===== config.mk =====
export PLATFORM = sky130hd
export DESIGN_NAME = controller_ws
export DESIGN_NICKNAME = d
export VERILOG_FILES = /design/src/rtl/controller_ws_pkg.sv /design/src/rtl/controller_ws_wait_timer.sv /design/src/rtl/controller_ws.sv
export SDC_FILE = /design/constraint.sdc
export NUM_CORES = 1
export LEC_CHECK = 0
export ABC_AREA = 1
export BUFFER_PORTS_ARGS = -buffer_cell sky130_fd_sc_hd__buf_4
export CORE_AREA = 2 2 48 50
export DETAILED_ROUTE_END_ITERATION = 16
export DIE_AREA = 0 0 50 52
export PLACE_DENSITY = 0.73
export SKIP_CTS_REPAIR_TIMING = 1
export SLEW_MARGIN = 25
export SYNTH_ARGS = -nofsm -noshare
export SYNTH_HDL_FRONTEND = slang
export SYNTH_SLANG_ARGS = --single-unit

===== constraint.sdc =====
create_clock -name clk -period 1.9 [get_ports clk]
set_input_delay 0.38 -clock clk [delete_from_list [all_inputs] [get_ports clk]]
set_output_delay 0.38 -clock clk [all_outputs]
set_load 0.01 [all_outputs]

===== src/rtl/controller_ws_pkg.sv =====
// Shared types, encodings and strobe decode for the VeriRISC wait-state sequencer.
package controller_ws_pkg;

    typedef logic [2:0] state_t;
    typedef logic [2:0] opcode_t;

    localparam state_t INST_ADDR  = 3'd0;
    localparam state_t INST_FETCH = 3'd1;
    localparam state_t INST_LOAD  = 3'd2;
    localparam state_t IDLE       = 3'd3;
    localparam state_t OP_ADDR    = 3'd4;
    localparam state_t OP_FETCH   = 3'd5;
    localparam state_t ALU_OP     = 3'd6;
    localparam state_t STORE      = 3'd7;

    localparam opcode_t HLT = 3'd0;
    localparam opcode_t SKZ = 3'd1;
    localparam opcode_t ADD = 3'd2;
    localparam opcode_t AND = 3'd3;
    localparam opcode_t XOR = 3'd4;
    localparam opcode_t LDA = 3'd5;
    localparam opcode_t STO = 3'd6;
    localparam opcode_t JMP = 3'd7;

    localparam int unsigned CTRL_MAX_TIMEOUT = 255;

    typedef struct packed {
        logic mem_rd;
        logic load_ir;
        logic halt;
        logic inc_pc;
        logic load_ac;
        logic load_pc;
        logic mem_wr;
    } strobes_t;

    function automatic strobes_t decode_strobes(input state_t st, input opcode_t op, input logic zero);
        strobes_t s;
        logic     aluop;
        s     = '0;
        aluop = (op == ADD) || (op == AND) || (op == XOR) || (op == LDA);
        case (st)
            INST_ADDR:  s = '0;
            INST_FETCH: s.mem_rd = 1'b1;
            INST_LOAD, IDLE: begin
                s.mem_rd  = 1'b1;
                s.load_ir = 1'b1;
            end
            OP_ADDR: begin
                s.inc_pc = 1'b1;
                s.halt   = (op == HLT);
            end
            OP_FETCH:   s.mem_rd = aluop;
            ALU_OP: begin
                s.load_ac = aluop;
                s.mem_rd  = aluop;
                s.inc_pc  = (op == SKZ) && zero;
                s.load_pc = (op == JMP);
            end
            STORE: begin
                s.load_ac = aluop;
                s.mem_rd  = aluop;
                s.inc_pc  = (op == JMP);
                s.load_pc = (op == JMP);
                s.mem_wr  = (op == STO);
            end
            default:    s = '0;
        endcase
        return s;
    endfunction

endpackage


===== src/rtl/controller_ws_wait_timer.sv =====
// Consecutive memory-stall counter; hit flags the stall cycle that reaches MEM_TIMEOUT.
module ctrl_wait_timer
    import controller_ws_pkg::*;
#(
    parameter int unsigned MEM_TIMEOUT = 16
) (
    input  logic clk,
    input  logic rst_,
    input  logic inc,
    input  logic clr,
    output logic hit
);

    localparam logic [7:0] HIT_AT  = 8'(MEM_TIMEOUT - 1);
    localparam logic [7:0] CNT_MAX = 8'(CTRL_MAX_TIMEOUT);

    logic [7:0] count_q;
    logic [7:0] count_d;

    // Next count: clear wins, saturate instead of wrapping.
    always_comb begin
        count_d = count_q;
        if (clr) begin
            count_d = 8'd0;
        end else if (inc && (count_q != CNT_MAX)) begin
            count_d = count_q + 8'd1;
        end else begin
            count_d = count_q;
        end
    end

    // Counter register.
    always_ff @(posedge clk or negedge rst_) begin
        if (!rst_) begin
            count_q <= 8'd0;
        end else begin
            count_q <= count_d;
        end
    end

    assign hit = inc && (count_q == HIT_AT);

endmodule


===== src/rtl/controller_ws.sv =====
// VeriRISC 8-phase sequencer with memory wait states, bus timeout, sticky halt and single-step.
module controller_ws
    import controller_ws_pkg::*;
#(
    parameter int unsigned MEM_TIMEOUT = 16,
    parameter bit          STEP_EN     = 1'b1
) (
    input  logic    clk,
    input  logic    rst_,
    input  logic    zero,
    input  opcode_t opcode,
    input  logic    mem_ready,
    input  logic    run,
    input  logic    resume,
    input  logic    step_mode,
    input  logic    step,
    output logic    mem_rd,
    output logic    load_ir,
    output logic    halt,
    output logic    inc_pc,
    output logic    load_ac,
    output logic    load_pc,
    output logic    mem_wr,
    output logic    bus_err,
    output logic    instr_done,
    output state_t  state_o
);

    state_t   state_q, state_d;
    logic     halted_q, halted_d;
    logic     bus_err_q, bus_err_d;
    logic     step_seen_q, step_seen_d;
    strobes_t raw_s, out_s;
    logic     mem_phase, park, advance, halt_set;
    logic     timer_inc, timer_clr, timer_hit;

    ctrl_wait_timer #(.MEM_TIMEOUT(MEM_TIMEOUT)) u_wait_timer (
        .clk  (clk),
        .rst_ (rst_),
        .inc  (timer_inc),
        .clr  (timer_clr),
        .hit  (timer_hit)
    );

    // Strobe decode, advance qualification and next-state for all flags.
    always_comb begin
        raw_s     = decode_strobes(state_q, opcode, zero);
        mem_phase = raw_s.mem_rd | raw_s.mem_wr;
        if (STEP_EN) begin
            park = step_mode & (state_q == INST_ADDR) & ~step_seen_q;
        end else begin
            park = 1'b0;
        end
        // A resume pulse lets the parked OP_FETCH move on at the same edge.
        advance   = run & ~(halted_q & ~resume) & ~bus_err_q & (~mem_phase | mem_ready) & ~park;
        halt_set  = advance & (state_q == OP_ADDR) & (opcode == HLT);
        timer_inc = mem_phase & ~mem_ready & run;
        timer_clr = advance | ~mem_phase;
        state_d   = advance ? state_q + 3'd1 : state_q;
        halted_d  = halt_set ? 1'b1 : (resume ? 1'b0 : halted_q);
        bus_err_d = bus_err_q | timer_hit;
        if (STEP_EN) begin
            step_seen_d = ((state_q == INST_ADDR) && advance) ? 1'b0 : (step ? 1'b1 : step_seen_q);
        end else begin
            step_seen_d = 1'b0;
        end
        out_s = raw_s;
        if (bus_err_q) begin
            out_s = '0;
        end else if (halted_q) begin
            out_s      = '0;
            out_s.halt = 1'b1;
        end else begin
            out_s = raw_s;
        end
        instr_done = (state_q == STORE) & advance;
    end

    // Sequencer state and sticky flags.
    always_ff @(posedge clk or negedge rst_) begin
        if (!rst_) begin
            state_q     <= INST_ADDR;
            halted_q    <= 1'b0;
            bus_err_q   <= 1'b0;
            step_seen_q <= 1'b0;
        end else begin
            state_q     <= state_d;
            halted_q    <= halted_d;
            bus_err_q   <= bus_err_d;
            step_seen_q <= step_seen_d;
        end
    end

    assign mem_rd  = out_s.mem_rd;
    assign load_ir = out_s.load_ir;
    assign halt    = out_s.halt;
    assign inc_pc  = out_s.inc_pc;
    assign load_ac = out_s.load_ac;
    assign load_pc = out_s.load_pc;
    assign mem_wr  = out_s.mem_wr;
    assign bus_err = bus_err_q;
    assign state_o = state_q;

endmodule


== Word level (Yosys, flattened, before mapping) ==
Cells that the tools add are included.
Cells by class
  add/sub/neg operators: 2
  eq/ne operators: 16
  multiplexer cells: 14
  bitwise operators: 23
  reductions and logical operators: 16
Operators with widths (number)
  equality test 3 bit (second input constant): 8
  two-way mux 8 bit: 2
  two-way mux 7 bit: 2
  bitwise AND 1 bit: 12
  equality test 3 x 2 -> 1 bit (second input constant): 4
  adder 8 x 1 -> 8 bit (second input constant): 1
  equality test 8 x 4 -> 1 bit (second input constant): 1
  != test 8 bit (second input constant): 1
  two-way mux 1 bit: 7
  NOT 1 bit: 7
  equality test 3 x 1 -> 1 bit (second input constant): 2
  logical NOT 3 bit: 2
  nonzero test 2 bit: 3
  OR reduction 3 bit: 2
  logical AND 1 bit: 4
  OR 1 bit: 4
  OR reduction 2 bit: 2
  adder 3 x 1 -> 3 bit (second input constant): 1
  logical OR 1 bit: 3
  one-hot mux 1 bit (3 select lines): 1
  two-way mux 2 bit: 1
  one-hot mux 1 bit (2 select lines): 1
Word-level totals
  bits in registers: 14
  input bits: 11
  output and inout port bits: 12
  word-level logic and storage cells: 76

== Depth between registers and ports, before layout ==
Gate-level depths: netlist (run 1).
  depth after elaboration: 13
  gate-level depth with buffers: 11
  mapped depth without buffers: 11

== Cells and area by module ==
From an unflattened synthesis (run 1), not the netlist that was laid out.
Second synthesis, totals
  cell total of the unflattened synthesis: 161
  area, all modules: 1123.6 sq um
By module, submodules not included
  controller_ws: instances 1, cells each 86, area each 581.8 sq um
  ctrl_wait_timer: instances 1, cells each 75, area each 541.8 sq um

== Least setup slack after synthesis (run 1) ==
No wires, ideal clock.
  path type: register -> output
  start: register state_q[0] (netlist: state_o[0])
  end: output port instr_done
  arrival time: 1.573 ns
  setup slack: -0.053 ns
  cell stages (with the launch flop): 10
  path buffers: 0
  cell sequence: dfrtp_1 -> ha_1 -> ha_1 -> inv_1 -> nand3_1 -> nand2_1 -> nand3_4 -> nand2_1 -> nand2_2 -> nor2_1
Between the ends
  cells in the longest elaborated chain, start to end: 9
  elaborated cells between the ends (all ways): 20
  classes of those cells: 6 x eq/ne; 2 x mux; 9 x bitwise; 3 x reduce/logical
Ends and longest elaborated chain
  start, declared: RTL line controller_ws.sv:29  | state_t state_q, state_d;
  start signal, assigned: RTL line controller_ws.sv:87  | state_q <= state_d;
  equality test 3 bit (tied with other cells): RTL line controller_ws_pkg.sv:42, controller_ws.sv:76
  OR reduction 3 bit (no source line)
  one-hot mux 1 bit (2 select lines): RTL line controller_ws_pkg.sv:42  | case (st)
  OR 1 bit: RTL line controller_ws.sv:48  | mem_phase = raw_s.mem_rd | raw_s.mem_wr;
  NOT 1 bit: RTL line controller_ws.sv:55  | advance = run & ~(halted_q & ~resume) & ~bus_err_q & (~mem_phase | mem_ready) & ~park;
  OR 1 bit: RTL line controller_ws.sv:55
  bitwise AND 1 bit (2 in series): RTL line controller_ws.sv:55
  bitwise AND 1 bit (*): RTL line controller_ws.sv:76  | instr_done = (state_q == STORE) & advance;
  end, declared: RTL line controller_ws.sv:25  | output logic instr_done,
Mark *: on every way between the ends. The rest lies on a longest branch, timed or not.

== Final worst setup path (run 1) ==
  start: register state_q[1] (netlist: state_o[1])
  end: output port instr_done
The elaborated chain is that of the path after synthesis.

==> results.md, run 1 <==
- Status: complete, but fails checks
- Failing checks: negative setup slack
- Total clock buffers created by CTS: 3
- Reg-to-reg setup timing slack: roughly 0.03 ns
- Final Hold Fails: 0
- Final slew viol count: 0
- Maximum vdd drop: around 0.54 mV
- Fin Setup TNS: -0.427 ns
- Fin cells: around 200
- Synth top area cells: dfrtp_1 (34%), nand2_1 (11%), ha_1 (8.4%), nand3_1 (7.7%), nor2_1 (6.1%)
- Hpwl dp: about 1700 microns
- H-Tree Level Count: 1
- Area of the multi-input gates: between 700 and 800 sq um
- Post-synth top cells: nand2_1 (31), nor2_1 (17), inv_1 (16), nand3_1 (16), dfrtp_1 (14)
- Layout Skew: 0.00924 ns
- Slew Limit Headroom: 0.796
- Vias per inst: 5.16
- Clock Path Buffers: 2
- Synth unique cells: 26
- Port Buffers: 22
- Initial core utilization: 0.496
- Rows: 17
- Slowest-stage cell, CP: dfrtp_2
- Area share of the largest cell type after synthesis: 0.335
- Hold_sp: resume
- Sw frac: 0.299
- Crit path DAT: between 1.5 and 2 ns
- Clock latency on the worst-skew pair: ~0.29 ns
- Vias in the first global route: roughly 890
- Hold endpoint: halted_q
- Setup crit end kind: primary output
- Worst-path clk slew: ~0.090 ns
- Synthesized Nets: approximately 160
- Mapped Area: around 1000 sq um
- Crit Path Category: flop to primary output
- Setup violations, final: 3
- CP Depth: 8
- EDFF count, synth: 0
- Final Cycle Share: 1.11
- Simple-gate share of the synthesized area: 0.381
- Internal Power: 532 uW
- Most numerous cell in the Yosys netlist: nand2_1
- Main combinational cell family by area after synthesis: simple AND/OR/NAND/NOR gates
- Die Wd: roughly 50 microns
- Worst-Margin Slew: 0.305 ns
- Mapped Avg Cell Area: 7.63 sq um
- Post-place setup slack: between 0.015 and 0.02 ns
- Initial antenna violation count: 0
- Top_reg_cell synth: dfrtp_1
- Buf/Inv on CP: 1
- Area after DPL: around 1300 sq um
- Gate power share: 0.212
- Detailed-route via count: between 1000 and 1500
- Io pins: 23
- CTS root buf: clkbuf_4
- Drt total wl: around 2500 microns
- Sequential cell area: around 350 sq um
- Number of diodes: 0
- Final global-route overflow total: 0
- WHS Path Cells: 2
- Data required time at the worst endpoint: 1.52 ns
- Largest net degree at the start of global routing: 15
- Flop pwr share: 0.498
- Compound-Gate Fraction of Synth Area: 0.0587
- Ys Warns: 0
- Synth Area in XOR/XNOR: 0.0587
- Remaining antenna violation count: 0
- Layout cells sized above 1: 0.434
- Clock Sinks: 14
- Seq/Total Area, Yosys: 0.335
- Final estimated routing congestion in global placement: 0.869
- FF-to-FF Start: state_o[1]
- Final Critical Period: 2.12 ns
- Cells after Synth: 137
- Layout overhead on the synthesized area: 43.7%
- Slowest stage delay, CP: around 0.46 ns
- Leakage power: 0.000695 uW
- Critical path's top delay family: simple AND/OR/NAND/NOR gates
- Max Fclk: roughly 470 MHz
- Chip Height: approximately 52 microns
- Mux contribution to synthesized area: 0
- Critical Path, Cell by Cell: ha_4 > ha_1 > nor2_4 > nand3_4 > nand2_4 > nand2_4 > nor2_4 > buf_6
- GRT Overall Usage: 0.192
- Initial drt markers: 17
- First-pass GRT wire length: roughly 3800 microns
- Maxcap violations: 0
- CTS tree: yes
- Clk network pwr share: 0.291
- Final #Nets: 194
- CP max FO: 4
- Fin worst setup slack: -0.218 ns
- Unrepaired setup endpoints after global routing: true
- Post-Layout Inst Area: roughly 1500 sq um
- Psw: ~230 uW
- Synth Area in Adders: 0.0838
- CP startpoint kind: flop
- Post-route DRC: 0
- Hold Crit Class: input port to flop
- Dpl cells: 192
- Worst r2r dst: u_wait_timer.count_q[2]
- R2R depth: 10
- Core area: between 2000 and 2500 sq um
- Fillers: around 160
- Die Footprint: between 2000 and 3000 sq um
- #FFs+latches synth: 14
- Ys async rst share: 1.00
- Power per cell area: approximately 500 nW/um^2
- Detailed Routing Iterations Pass 1: 4
- Cell type with the largest total area after synthesis: dfrtp_1
- Drt wl/cell: between 10 and 15 microns
how the worst max path moves through the flow:
stage,from,slack [ns],endpoint
2_1_floorplan,state_o[1],0.01,instr_done
3_3_place_gp,state_o[1],0.07,instr_done
3_5_place_dp,state_o[1],0.02,instr_done
4_1_cts,state_o[1],-0.30,instr_done
5_1_grt,state_o[1],-0.28,instr_done
6_report,state_o[1],-0.22,instr_done
per-layer routing:
metal | up-vias | part of all wire | routed length [microns] | GRT usage
met5 | - | 0 | 0 | 0
met4 | 0 | 0.015 | 38 | 0.0833
met3 | 6 | 0.059 | 146 | 0.0345
met2 | 35 | 0.51 | 1270 | 0.329
met1 | 489 | 0.42 | 1030 | 0.236
li1 | 518 | - | - | -
flip-flops by register name (all words and copies together) (netlist names):
register	count
u_wait_timer.count_q	8
bus_err	1
halted_q	1
step_seen_q	1
state_o	3
cells by family (layout without fill, tap and decap cells):
| group | count (synthesis) | count (layout) |
|---|---|---|
| buf+inv | 19 | 57 |
| compound gates | 9 | 9 |
| xor+xnor | 7 | 7 |
| simple gates | 81 | 81 |
| fa+ha+maj | 7 | 7 |
| flops | 14 | 14 |
placed cells by master (no fill, tap or decap), types with 3 or more instances in the layout:
cell / instances
buf_4: 32
clkbuf_4: 3
dfrtp_1: 11
dfrtp_2: 3
ha_4: 3
inv_1: 13
nand2_1: 26
nand2_2: 7
nand3_1: 11
nand3_2: 5
nor2_1: 14
nor3_1: 4
xor2_1: 5
stage by stage:
stage                     hold WS (ns)  total power (uW)  utilization
final                            0.276               759        0.713
after detailed placement         0.246               534        0.613
after global routing             0.275               805        0.713
after CTS                      -0.0716               754        0.630
after global placement           0.246               526        0.613
after floorplan                 0.0844               486            -
power groups by stage:
stage	Sequential (uW)	Combinational, uW	Clock [uW]
3_5_place_dp	381	153	0
5_1_grt	387	183	235
6_report	378	161	221
3_3_place_gp	381	145	0
4_1_cts	376	152	226
2_1_floorplan	374	111	0
cell type report:
| type | instances | area share |
|---|---|---|
| inverter | 18 | 0.0517 |
| multi-input combinational | 104 | 0.488 |
| clock buffer | 4 | 0.0242 |
| timing repair buffer | 34 | 0.174 |
| timing repair inverter | 1 | 0.00333 |
| tap | 28 | 0.0233 |
| sequential | 14 | 0.236 |
No activity file was read; power rests on OpenSTA's default activity.
==> run 2: changes to the inputs <==
--- a/config.mk
+++ b/config.mk
@@ -7,10 +7,10 @@
 export LEC_CHECK = 0
 export ABC_AREA = 1
 export BUFFER_PORTS_ARGS = -buffer_cell sky130_fd_sc_hd__buf_4
-export CORE_AREA = 2 2 48 50
+export CORE_AREA = 2 2 64 42
 export DETAILED_ROUTE_END_ITERATION = 16
-export DIE_AREA = 0 0 50 52
-export PLACE_DENSITY = 0.73
+export DIE_AREA = 0 0 66 44
+export PLACE_DENSITY = 0.69
 export SKIP_CTS_REPAIR_TIMING = 1
 export SLEW_MARGIN = 25
 export SYNTH_ARGS = -nofsm -noshare
==> constraint.sdc (replaced) <==
create_clock -name clk -period 1.8 [get_ports clk]
set_input_delay 0.36 -clock clk [delete_from_list [all_inputs] [get_ports clk]]
set_output_delay 0.36 -clock clk [all_outputs]
set_load 0.01 [all_outputs]
==> results.md, run 2 (same netlist as run 1, synthesis figures left out) <==
- Clock Path Buffers: 2
- Chip Height: 44 microns
- Data required time at the worst endpoint: around 1.4 ns
- Vias in the first global route: roughly 900
- Largest net degree at the start of global routing: 15
- Max FFs per register: 8
- Status: complete, but fails checks
- Layout Skew: 0.00561 ns
- Maxcap violations: 0
- Clock Sinks: 14
- Post-Layout Inst Area: 1580 sq um
- First-pass GRT wire length: roughly 4000 microns
- Final global-route overflow total: 0
- Post-route DRC: 0
- Dpl cells: 200
- Unrepaired setup endpoints after global routing: true
- Area of the multi-input gates: ~740 sq um
- Hpwl dp: a little under 2000 microns
- Vias per inst: a little under 5
- Largest register by flop count: u_wait_timer.count_q
- Final Critical Period: a little over 2 ns
- Core area: around 2300 sq um
- Worst-Margin Slew: 0.305 ns
- Commonest non-fill, non-tap cell in the layout: buf_4
- Remaining antenna violation count: 0
- Die Wd: ~66 microns
- Final estimated routing congestion in global placement: just over 0.8
- Initial drt markers: 56
- Final Hold Fails: 0
- H-Tree Level Count: 1
- Crit Path Category: flop to primary output
- Setup crit end kind: primary output
- CP startpoint kind: flop
- Initial antenna violation count: 0
- Final #Nets: between 200 and 250
- Setup violations, final: 13
- Worst-path clk slew: ~0.06 ns
- Final Cycle Share: 1.12
- Leakage power: ~0.00075 uW
- CP max FO: 5
- Crit path DAT: 1.65 ns
- Total clock buffers created by CTS: 3
- Fin cells: 213
- Area after DPL: between 1000 and 1500 sq um
- Power per cell area: between 500 and 600 nW/um^2
- Max Fclk: around 500 MHz
- Clock latency on the worst-skew pair: between 0.2 and 0.3 ns
- CTS tree: yes
- Layout overhead on the synthesized area: 51.0%
- Port Buffers: 22
- Drt total wl: 2900 microns
- Most frequent cells in the layout: buf_4 (38), nand2_1 (20), nor2_1 (15)
- Drt wl/cell: around 14 microns
- Final slew viol count: 0
- Failing checks: negative setup slack
- Maximum vdd drop: about 0.55 mV
- CTS root buf: clkbuf_8
- Io pins: 23
- Detailed Routing Iterations Pass 1: 4
- Number of diodes: 0
- Fin worst setup slack: -0.211 ns
- Hold Crit Class: input port to flop
- Rows: 14
- Die Footprint: ~2900 sq um
- Fillers: around 180
- Slew Limit Headroom: 0.796
- Sequential cell area: 354 sq um
- Detailed-route via count: between 1000 and 1500
- Layout cells sized above 1: 0.492
- GRT Overall Usage: 0.188
- Initial core utilization: 0.445
-- run 2: metrics by stage --
stage / worst slack [ns] / setup TNS (ns) / power (uW) / util / hold slack [ns]
global route: -0.309 / -2.66 / 911 / 0.672 / 0.300
finish: -0.211 / -1.29 / 864 / 0.672 / 0.306
CTS: -0.308 / -1.05 / 824 / 0.596 / -0.0410
floorplan: 0.00336 / 0 / 514 / - / 0.0644
global placement: -0.0360 / -0.0386 / 560 / 0.579 / 0.219
detailed placement: -0.0338 / -0.0338 / 568 / 0.579 / 0.221
-- run 2: layer usage --
layer	global-route usage	wire length, microns	vias to the layer above	part of all wire
met5	0	0	-	0
met4	0.0245	27	0	0.0093
met3	0.0468	176	4	0.061
met2	0.259	1360	26	0.47
met1	0.301	1330	494	0.46
li1	-	-	533	-
-- run 2: path summary, 6_finish.rpt --
| kind | startpoint | end | slack (ns) | cells after the start |
|---|---|---|---|---|
| max | state_o[1] | instr_done | -0.21 | 10 |
| min | resume | halted_q | 0.31 | 2 |
| max reg2reg | state_o[1] | u_wait_timer.count_q[5] | -0.18 | 13 |
| min reg2reg | step_seen_q | step_seen_q | 0.51 | 2 |
| max in group asynchronous | rst_ | state_o[0] | 1.11 | 2 |
| min in group asynchronous | rst_ | u_wait_timer.count_q[4] | 0.50 | 2 |
-- run 2: cell type report --
| class | count | share of cell area |
|---|---|---|
| Clock buffer | 3 | 0.0262 |
| Inverter | 18 | 0.0492 |
| Tap cell | 32 | 0.0254 |
| Sequential cell | 14 | 0.224 |
| Timing Repair inverter | 1 | 0.00397 |
| Multi-Input combinational cell | 104 | 0.469 |
| Timing Repair Buffer | 41 | 0.201 |
-- run 2: where the power goes --
| group | switching (uW) | internal (uW) |
|---|---|---|
| sequential | 53.9 | 355 |
| combinational | 104 | 93.4 |
| clock | 110 | 148 |
-- run 2: worst max-delay path: stages (launching register included) --
cell and delay (ns):
dfrtp_2 0.45, ha_4 0.18, ha_4 0.17, inv_4 0.05, nand3_2 0.06, nand2_2 0.09, nand3_4 0.08, nand2_4 0.09
nand2_4 0.06, nor2_4 0.07, buf_6 0.10
